## src/rtl/uart_rx.sv

```systemverilog
// uart_rx: 8N1 UART receiver feeding a small first-word-fall-through FIFO.
// The RX pin is synchronised, frames are deserialised LSB-first, and each
// good byte is pushed into the FIFO. Sticky framing/overflow flags are kept
// until uart_clr_i.
// Optional feature: define UART_RX_PARITY_EN to add an even-parity bit
// between the data bits and the stop bit, plus the sticky uart_perr_o output.
module uart_rx #(
  parameter int CLK_FREQ        = 100000000,
  parameter int BAUD_RATE       = 115200,
  parameter int FIFO_DEPTH_LOG2 = 2
) (
  input  logic                     sys_clk_i,
  input  logic                     sys_rstn_i,
  input  logic                     uart_rx_i,
  input  logic                     uart_rd_i,
  input  logic                     uart_clr_i,
  output logic [7:0]               uart_dat_o,
  output logic                     uart_valid_o,
  output logic [FIFO_DEPTH_LOG2:0] uart_count_o,
  output logic                     uart_ferr_o,
  output logic                     uart_ovf_o
`ifdef UART_RX_PARITY_EN
  ,output logic                    uart_perr_o
`endif
);

  localparam int CLKS_PER_BIT = CLK_FREQ / BAUD_RATE;
  localparam int CNT_W        = $clog2(CLKS_PER_BIT);
  localparam int DEPTH        = 1 << FIFO_DEPTH_LOG2;

  localparam logic [CNT_W-1:0]           BIT_LAST   = CNT_W'(CLKS_PER_BIT - 1);
  localparam logic [CNT_W-1:0]           HALF_LAST  = CNT_W'(CLKS_PER_BIT / 2 - 1);
  localparam logic [FIFO_DEPTH_LOG2:0]   FULL_COUNT = (FIFO_DEPTH_LOG2 + 1)'(DEPTH);

  typedef enum logic [2:0] {
    ST_IDLE,
    ST_START,
    ST_DATA,
    ST_STOP
`ifdef UART_RX_PARITY_EN
    ,ST_PARITY
`endif
  } state_t;

  logic rx_meta, rx_sync, rx_hist;
  logic fall_edge;

  state_t            state_q, state_d;
  logic [CNT_W-1:0]  clk_cnt_q, clk_cnt_d;
  logic [2:0]        bit_cnt_q, bit_cnt_d;
  logic [7:0]        shift_q, shift_d;
  logic              push;
  logic              ferr_set;
`ifdef UART_RX_PARITY_EN
  logic              perr_set;
  logic              perr_q;
`endif

  logic [7:0]                 mem [DEPTH];
  logic [FIFO_DEPTH_LOG2-1:0] wr_ptr, rd_ptr;
  logic [FIFO_DEPTH_LOG2:0]   count_q;
  logic                       fifo_empty, fifo_full;
  logic                       pop_ok, push_ok, ovf_set;
  logic                       ferr_q, ovf_q;

  // Two-flop synchroniser plus a history flop for falling-edge detection; idles high.
  always_ff @(posedge sys_clk_i or negedge sys_rstn_i) begin
    if (!sys_rstn_i) begin
      rx_meta <= 1'b1;
      rx_sync <= 1'b1;
      rx_hist <= 1'b1;
    end else begin
      rx_meta <= uart_rx_i;
      rx_sync <= rx_meta;
      rx_hist <= rx_sync;
    end
  end

  assign fall_edge = rx_hist & ~rx_sync;

  // Frame FSM state, bit timer, bit index and shift register.
  always_ff @(posedge sys_clk_i or negedge sys_rstn_i) begin
    if (!sys_rstn_i) begin
      state_q   <= ST_IDLE;
      clk_cnt_q <= '0;
      bit_cnt_q <= '0;
      shift_q   <= '0;
    end else begin
      state_q   <= state_d;
      clk_cnt_q <= clk_cnt_d;
      bit_cnt_q <= bit_cnt_d;
      shift_q   <= shift_d;
    end
  end

  // Next-state logic: start bit checked at mid-bit, then one sample per bit period.
  always_comb begin
    state_d   = state_q;
    clk_cnt_d = clk_cnt_q + CNT_W'(1);
    bit_cnt_d = bit_cnt_q;
    shift_d   = shift_q;
    push      = 1'b0;
    ferr_set  = 1'b0;
`ifdef UART_RX_PARITY_EN
    perr_set  = 1'b0;
`endif
    case (state_q)
      ST_IDLE: begin
        clk_cnt_d = '0;
        if (fall_edge) begin
          state_d   = ST_START;
          bit_cnt_d = '0;
        end
      end
      ST_START: begin
        if (clk_cnt_q == HALF_LAST) begin
          clk_cnt_d = '0;
          state_d   = rx_sync ? ST_IDLE : ST_DATA;
        end
      end
      ST_DATA: begin
        if (clk_cnt_q == BIT_LAST) begin
          clk_cnt_d = '0;
          shift_d   = {rx_sync, shift_q[7:1]};
          bit_cnt_d = bit_cnt_q + 3'd1;
          if (bit_cnt_q == 3'd7) begin
`ifdef UART_RX_PARITY_EN
            state_d = ST_PARITY;
`else
            state_d = ST_STOP;
`endif
          end
        end
      end
`ifdef UART_RX_PARITY_EN
      ST_PARITY: begin
        if (clk_cnt_q == BIT_LAST) begin
          clk_cnt_d = '0;
          perr_set  = ^{shift_q, rx_sync};
          state_d   = ST_STOP;
        end
      end
`endif
      ST_STOP: begin
        if (clk_cnt_q == BIT_LAST) begin
          clk_cnt_d = '0;
          state_d   = ST_IDLE;
          if (rx_sync) begin
            push = 1'b1;
          end else begin
            ferr_set = 1'b1;
          end
        end
      end
      default: begin
        clk_cnt_d = '0;
        state_d   = ST_IDLE;
      end
    endcase
  end

  assign fifo_empty = (count_q == '0);
  assign fifo_full  = (count_q == FULL_COUNT);
  assign pop_ok     = uart_rd_i & ~fifo_empty;
  assign push_ok    = push & (~fifo_full | pop_ok);
  assign ovf_set    = push & fifo_full & ~pop_ok;

  // FIFO pointers and occupancy; a simultaneous pop frees room for the push.
  always_ff @(posedge sys_clk_i or negedge sys_rstn_i) begin
    if (!sys_rstn_i) begin
      wr_ptr  <= '0;
      rd_ptr  <= '0;
      count_q <= '0;
    end else begin
      if (push_ok) begin
        wr_ptr <= wr_ptr + 1'b1;
      end
      if (pop_ok) begin
        rd_ptr <= rd_ptr + 1'b1;
      end
      case ({push_ok, pop_ok})
        2'b10:   count_q <= count_q + 1'b1;
        2'b01:   count_q <= count_q - 1'b1;
        default: count_q <= count_q;
      endcase
    end
  end

  // FIFO storage has no reset; only the pointers define which entries are live.
  always_ff @(posedge sys_clk_i) begin
    if (push_ok) begin
      mem[wr_ptr] <= shift_q;
    end
  end

  // Sticky error flags; a new error in the same cycle as a clear keeps the flag set.
  always_ff @(posedge sys_clk_i or negedge sys_rstn_i) begin
    if (!sys_rstn_i) begin
      ferr_q <= 1'b0;
      ovf_q  <= 1'b0;
`ifdef UART_RX_PARITY_EN
      perr_q <= 1'b0;
`endif
    end else begin
      ferr_q <= (ferr_q & ~uart_clr_i) | ferr_set;
      ovf_q  <= (ovf_q & ~uart_clr_i) | ovf_set;
`ifdef UART_RX_PARITY_EN
      perr_q <= (perr_q & ~uart_clr_i) | perr_set;
`endif
    end
  end

  assign uart_dat_o   = fifo_empty ? 8'h00 : mem[rd_ptr];
  assign uart_valid_o = ~fifo_empty;
  assign uart_count_o = count_q;
  assign uart_ferr_o  = ferr_q;
  assign uart_ovf_o   = ovf_q;
`ifdef UART_RX_PARITY_EN
  assign uart_perr_o  = perr_q;
`endif

endmodule
```

## config.mk

```make
export PLATFORM = sky130hd
export DESIGN_NAME = uart_rx
export DESIGN_NICKNAME = d
export VERILOG_FILES = /design/src/rtl/uart_rx.sv
export SDC_FILE = /design/constraint.sdc
export NUM_CORES = 1
export LEC_CHECK = 0
export CAP_MARGIN = 25
export CORE_ASPECT_RATIO = 1.75
export CORE_MARGIN = 1.5
export CORE_UTILIZATION = 50
export CTS_BUF_LIST = sky130_fd_sc_hd__clkbuf_16
export DETAILED_ROUTE_END_ITERATION = 6
export PLACE_DENSITY = 0.8
export REMOVE_ABC_BUFFERS = 1
export SETUP_SLACK_MARGIN = 0.4
export SLEW_MARGIN = 20
export SYNTH_ARGS = -nofsm -noshare
export SYNTH_HDL_FRONTEND = slang
export SYNTH_SLANG_ARGS = --single-unit
```

## constraint.sdc

```tcl
create_clock -name sys_clk_i -period 2.4 [get_ports sys_clk_i]
set_input_delay 0.48 -clock sys_clk_i [delete_from_list [all_inputs] [get_ports sys_clk_i]]
set_output_delay 0.48 -clock sys_clk_i [all_outputs]
set_load 0.02 [all_outputs]
```

==> reports/metrics.cfg, run 1 <==
[pwr]
power_uw=3270
comb_power_share_pct=18.6
switching_power_uw=795
pwr-share-seq_pct=40.7
p_leak_uw=0.00159
clock_power_share_pct=40.7
power.internal_uw=2480
ir_drop_mv=0.484
cellPowerDensity_nw_per_um2=892
p_sw_share_pct=24.3

[min_path]
hp-class=reg2reg
hold_end=rx_sync
hold_path_depth=0
min-delay-start=rx_meta

[layout]
fin_util_pct=65.7
drive_above_1_share_pct=29.8
fin_area_um2=3670
area_growth_pct=26.1
antenna_cells=0
nNetsFinal=257
layout.cells.non_filler=324

[global_routing]
grt-ovfl-total=0
grt_pass1_vias=1735
grt_pass1_wl_um=8270
grt_max_degree=36
grt_usage_pct=18.2
antenna_found_initial=0

[timing]
period_needed_ns=2.14
rsz0062_at_grt=yes
max_freq_mhz=467
period_share_pct=89.2
final_max_slew_viol_count=0
finalHoldViolations=0
maxSlewHeadroom_pct=69.7
worstMarginPinSlew_ns=0.455
tns_ns=0
skew_ns=0.00305
setup_viol=0

[routing]
routed_via_density=5.26
wl_um=5000
wl_met1_um=1850
first_iter_violations=61
routed.top_layer=met4
drcViolationCount=0
dr.pass1.iters=4
met3_length_um=137
vias=1705
routedWlPerCell_um=15.4
drtAntennaViolNets=0
wl_met2_um=2900

[clock_tree]
cts_htree_levels=3
clock-sinks=67
insertion_delay_ns=0.32
clk_pin_slew_ns=0.05
cts_tree=yes
cts_buffers=9
root_buffer=clkbuf_16
cts_buffer_depth=2

[yosys]
synthCells=202
synth_area_um2=2910
yosys-top-cells-area=edfxtp_1 (33%), dfrtp_1 (28%), mux4_2 (6.2%)
synth_largest_area_cell=edfxtp_1
synth_edf_count=32
synth_top_area_share_pct=33.0
async_reset_ff_share_pct=52.2
synth_cell_types=43
synth-seq-area-share_pct=63.3
synth_flop_cell=edfxtp_1
syn_avg_cell_area_um2=14.4
synth-seq-cells=67
ys.warnings.count=0

[floorplan]
core_um2=5590
die_area_um2=6300
die_x_um=60.7
rows=36
ioPinCount=19
start_util_pct=52.1
die_h_um=104

[worst_setup_path]
critPathKind=reg2out
arrival_ns=1.66
end_kind=output port
r2r-start=clk_cnt_q[0]
reg2reg_to=uart_count_o[1]
r2r.worst_path.cells=8
worstPathRequired_ns=1.92
path_max_fanout=8
crit_path_start_kind=flop
r2r_slack_ns=0.45

[place]
hpwl_um=3400
io_buffers=18
gp_congestion=0.884
post_dp_cell_area_um2=3250
dp_cells=301

[flow_run]
maxCapViolations=0

[outcome]
outcome=completed

-- cell type report --
| class | count | area [µm²] |
|---|---|---|
| fillers | 421 | 1920 |
| flip-flops and latches | 67 | 1840 |
| multi-input cells | 119 | 1050 |
| repair buffers | 35 | 330 |
| clock buffers | 9 | 225 |
| well taps | 76 | 95.1 |
| clock inverters | 7 | 83.8 |
| inverters | 11 | 41.3 |
-- cells in the final DEF, fill, tap and decap left out, drive strengths merged, types with 3 or more instances in the layout --
cell type,netlist,final
mux4,8,8
a211oi,3,3
nor2,17,17
buf,4,25
clkbuf,1,9
nand3,5,5
xnor2,11,11
dfstp,3,3
dfrtp,32,32
mux2,10,10
inv,11,12
clkdlybuf4s50,0,9
and2b,7,7
clkinv,0,3
ha,8,8
edfxtp,32,32
xor2,4,4
nand2,10,10
and3,7,7
-- worst max path at each step --
stage | slack, ns | end | cells past startpoint | start
6_report | 0.26 | uart_dat_o[7] | 4 | rd_ptr[0]
5_1_grt | 0.21 | uart_dat_o[3] | 4 | rd_ptr[0]
4_1_cts | 0.25 | uart_dat_o[7] | 4 | rd_ptr[0]
3_5_place_dp | 0.16 | uart_dat_o[4] | 4 | rd_ptr[0]
3_3_place_gp | 0.18 | uart_dat_o[7] | 4 | rd_ptr[0]
2_1_floorplan | 0.25 | uart_count_o[2] | 8 | clk_cnt_q[0]
-- flip-flops by register name, indices dropped and copies added, names as in the netlist --
name	cells
wr_ptr	2
mem	32
uart_ferr_o	1
uart_count_o	3
uart_ovf_o	1
rd_ptr	2
shift_q	8
rx_hist	1
bit_cnt_q	3
rx_meta	1
clk_cnt_q	10
rx_sync	1
state_q	2
-- kinds of logic after synthesis --
logic type | after synthesis | synth area share (%)
buffers and inverters | 16 | 2.32
DFF | 67 | 63.3
adders and majority gates | 9 | 4.13
xor gates and xnor gates | 15 | 4.52
and+or+nand+nor | 62 | 11.7
muxes | 19 | 10.5
AOI/OAI and AO/OA | 14 | 3.53
-- worst max-delay path, stage by stage, from the launching register on --
cell	delay (ns)
dfrtp_1	0.38
buf_12	0.15
mux4_2	0.49
and2b_1	0.18
buf_6	0.13
-- power by group through the flow --
stage | clock [µW] | combinational, µW | sequential (µW)
floorplan | 0 | 234 | 1390
global placement | 0 | 488 | 1350
detailed placement | 0 | 491 | 1360
CTS | 1350 | 601 | 1330
global route | 1410 | 654 | 1340
finish | 1330 | 607 | 1330
-- routing by layer --
metal,vias up,track usage (%)
met5,-,0
li1,815,-
met2,27,30.6
met3,9,4.85
met1,854,20.2
met4,0,9.32
-- stage by stage --
| stage | hold slack, ns | setup WS (ns) |
|---|---|---|
| after floorplan | 0.184 | 0.251 |
| after global placement | 0.346 | 0.184 |
| after detailed placement | 0.347 | 0.161 |
| after CTS | 0.355 | 0.253 |
| after global routing | 0.358 | 0.214 |
| final | 0.353 | 0.259 |
-- cells in the mapped netlist (3+ instances only) --
master	number
dfstp_2	3
dfrtp_1	32
and3_1	6
xor2_1	4
and2b_1	7
xnor2_1	11
edfxtp_1	32
a211oi_1	3
mux2_2	9
ha_1	8
nor2_1	17
nand3_1	5
mux4_2	8
inv_1	11
buf_2	3
nand2_1	10
-- repair_timing --
item	in CTS	in global routing
buffers inserted	5	1
endpoints found under the setup margin	26	50
gates resized for setup	55	11
cloned	1	0
hold buffers	0	0
pin swaps	2	1
(Power assumes the default switching activity.)
==> run 2, diff against run 1 <==
Settings changed: CTS_CLUSTER_DIAMETER set to 80.
==> results of run 2 <==
Final layout, timing and power as in run 1 (identical DEF).
==> run 3, diff against run 2 <==
Settings changed: CORE_MARGIN 1.5 to 2.
==> reports/metrics.cfg, run 3 (synthesized netlist as in run 1, its figures left out) <==
[outcome]
outcome=completed  ; unchanged

[clock_tree]
clk_pin_slew_ns=0.05  ; about the same
cts_buffer_depth=2  ; unchanged
root_buffer=clkbuf_16  ; unchanged
cts_hold_buf=0  ; unchanged
clock-sinks=67  ; unchanged
cts_tree=yes  ; unchanged
insertion_delay_ns=0.33  ; was 0.32 ns
cts_htree_levels=3  ; unchanged
cts_buffers=9  ; unchanged

[floorplan]
core_um2=5590  ; unchanged
rows=36  ; unchanged
die_h_um=105  ; was 104 µm
ioPinCount=19  ; unchanged
die_area_um2=6470  ; was 6300 µm²
start_util_pct=52.1  ; unchanged
die_x_um=61.7  ; was 60.7 µm

[global_routing]
grt-ovfl-total=0  ; unchanged
grt_pass1_vias=1838  ; was 1735
antenna_found_initial=0  ; unchanged
grt_pass1_wl_um=8540  ; was 8270 µm
grt_usage_pct=18.7  ; was 18.2%
grt_max_degree=36  ; unchanged

[routing]
routedWlPerCell_um=15.9  ; was 15.4 µm
drtAntennaViolNets=0  ; unchanged
vias=1753  ; was 1705
drcViolationCount=0  ; unchanged
first_iter_violations=59  ; was 61
dr.pass1.iters=4  ; unchanged
wl_um=5220  ; was 5000 µm
routed_via_density=5.33  ; was 5.26

[layout]
final_cell_mix=edfxtp_1 (32), dfrtp_1 (29), buf_4 (18), nor2_1 (16)  ; was edfxtp_1 (32), dfrtp_1 (29), nor2_1 (16), buf_4 (13), inv_1 (12)
nNetsFinal=262  ; was 257
area_growth_pct=28.3  ; was 26.1%
drive_above_1_share_pct=32.8  ; was 29.8%
largest_register_ffs=32  ; unchanged
top_regs=mem (32), clk_cnt_q (10), shift_q (8)  ; unchanged
layout_commonest_cell=edfxtp_1  ; unchanged
fillCellCount=420  ; was 421
fin_util_pct=66.8  ; was 65.7%
antenna_cells=0  ; unchanged
top_register=mem  ; unchanged

[worst_setup_path]
cp-startpoint=rd_ptr[0]  ; unchanged
critPathKind=reg2out  ; unchanged
path_max_fanout=8  ; unchanged
slowest_delay_ns=0.48  ; was 0.49 ns
end_kind=output port  ; unchanged
cp_slowest_cell=mux4_2  ; unchanged
arrival_ns=1.67  ; was 1.66 ns
crit_chain=buf_12, mux4_2, and2b_1, buf_6  ; unchanged
crit_path_start_kind=flop  ; unchanged
r2r-start=clk_cnt_q[1]  ; was clk_cnt_q[0]
worstPathRequired_ns=1.92  ; about the same

[pwr]
power_uw=3380  ; was 3270 µW
p_leak_uw=0.00161  ; was 0.00159 µW
cellPowerDensity_nw_per_um2=905  ; was 892 nW/µm²
ir_drop_mv=0.511  ; was 0.484 mV

[timing]
rsz0062_at_grt=yes  ; unchanged
maxSlewHeadroom_pct=69.4  ; was 69.7%
skew_ns=0.00227  ; was 0.00305 ns
period_share_pct=89.5  ; was 89.2%
max_freq_mhz=466  ; was 467 MHz
final_max_slew_viol_count=0  ; unchanged
finalHoldViolations=0  ; unchanged
tns_ns=0  ; unchanged
setup_viol=0  ; unchanged
period_needed_ns=2.15  ; was 2.14 ns
worstMarginPinSlew_ns=0.459  ; was 0.455 ns

[flow_run]
maxCapViolations=0  ; unchanged

[place]
hpwl_um=3320  ; was 3400 µm
io_buffers=18  ; unchanged
gp_congestion=0.866  ; was 0.884

[min_path]
min-delay-start=rx_meta  ; unchanged
hp-class=reg2reg  ; unchanged

[run 3: final cells by class]
cell class              count  area, µm²  share of cell area [%]
well taps                  76       95.1                    2.55
inverters                  11       41.3                    1.11
clock inverters             7       92.6                    2.48
clock buffers               9        225                    6.04
flip-flops and latches     67       1840                    49.4
multi-input cells         119       1060                    28.5
repair buffers             40        368                    9.86
[run 3: through the flow]
step                hold WS, ns  setup slack (ns)  area, µm²  instances
floorplan                 0.184             0.251       2880        197
global placement          0.346             0.183       3250        302
detailed placement        0.347             0.137       3250        302
CTS                       0.355             0.236       3680        326
global route              0.359             0.172       3730        329
finish                    0.357             0.252       3730        329
[run 3: path summary, 6_finish.rpt]
check                                   to  slack [ns]  cells past startpoint
setup / recovery             uart_dat_o[7]        0.25                      4
min in group asynchronous        rd_ptr[1]        0.57                      2
setup reg to reg           uart_count_o[2]        0.37                      8
hold / removal                     rx_sync        0.36                      0
max in group asynchronous          rx_sync        1.48                      2
hold reg to reg                    rx_sync        0.36                      0
[run 3: routing by layer]
metal	part of all wire [%]	wire length, µm	vias up	GRT usage [%]
met5	0	0	-	0
met4	2.5	131	0	11.2
met3	3.0	157	10	5.07
met2	58	3010	33	31.6
met1	37	1910	882	19.3
li1	-	-	828	-
[run 3: timing repair]
| item | CTS | global route |
|---|---|---|
| setup endpoints to repair | 43 | 51 |
| resized for setup | 60 | 11 |
| pin swaps | 4 | 3 |
| setup buffers | 7 | 3 |
| gates cloned | 1 | 0 |
[run 3: power breakdown]
group	internal (µW)	switching [µW]
logic	366	311
registers	1250	81.5
clock network	903	462
[run 3: worst max-delay path, delay by kind of cell, from the launching register on]
kind                   cells  cell delay (ns)
buffers and inverters      2             0.28
flip-flops                 1             0.39
multiplexers               1             0.48
AND/OR/NAND/NOR            1             0.18
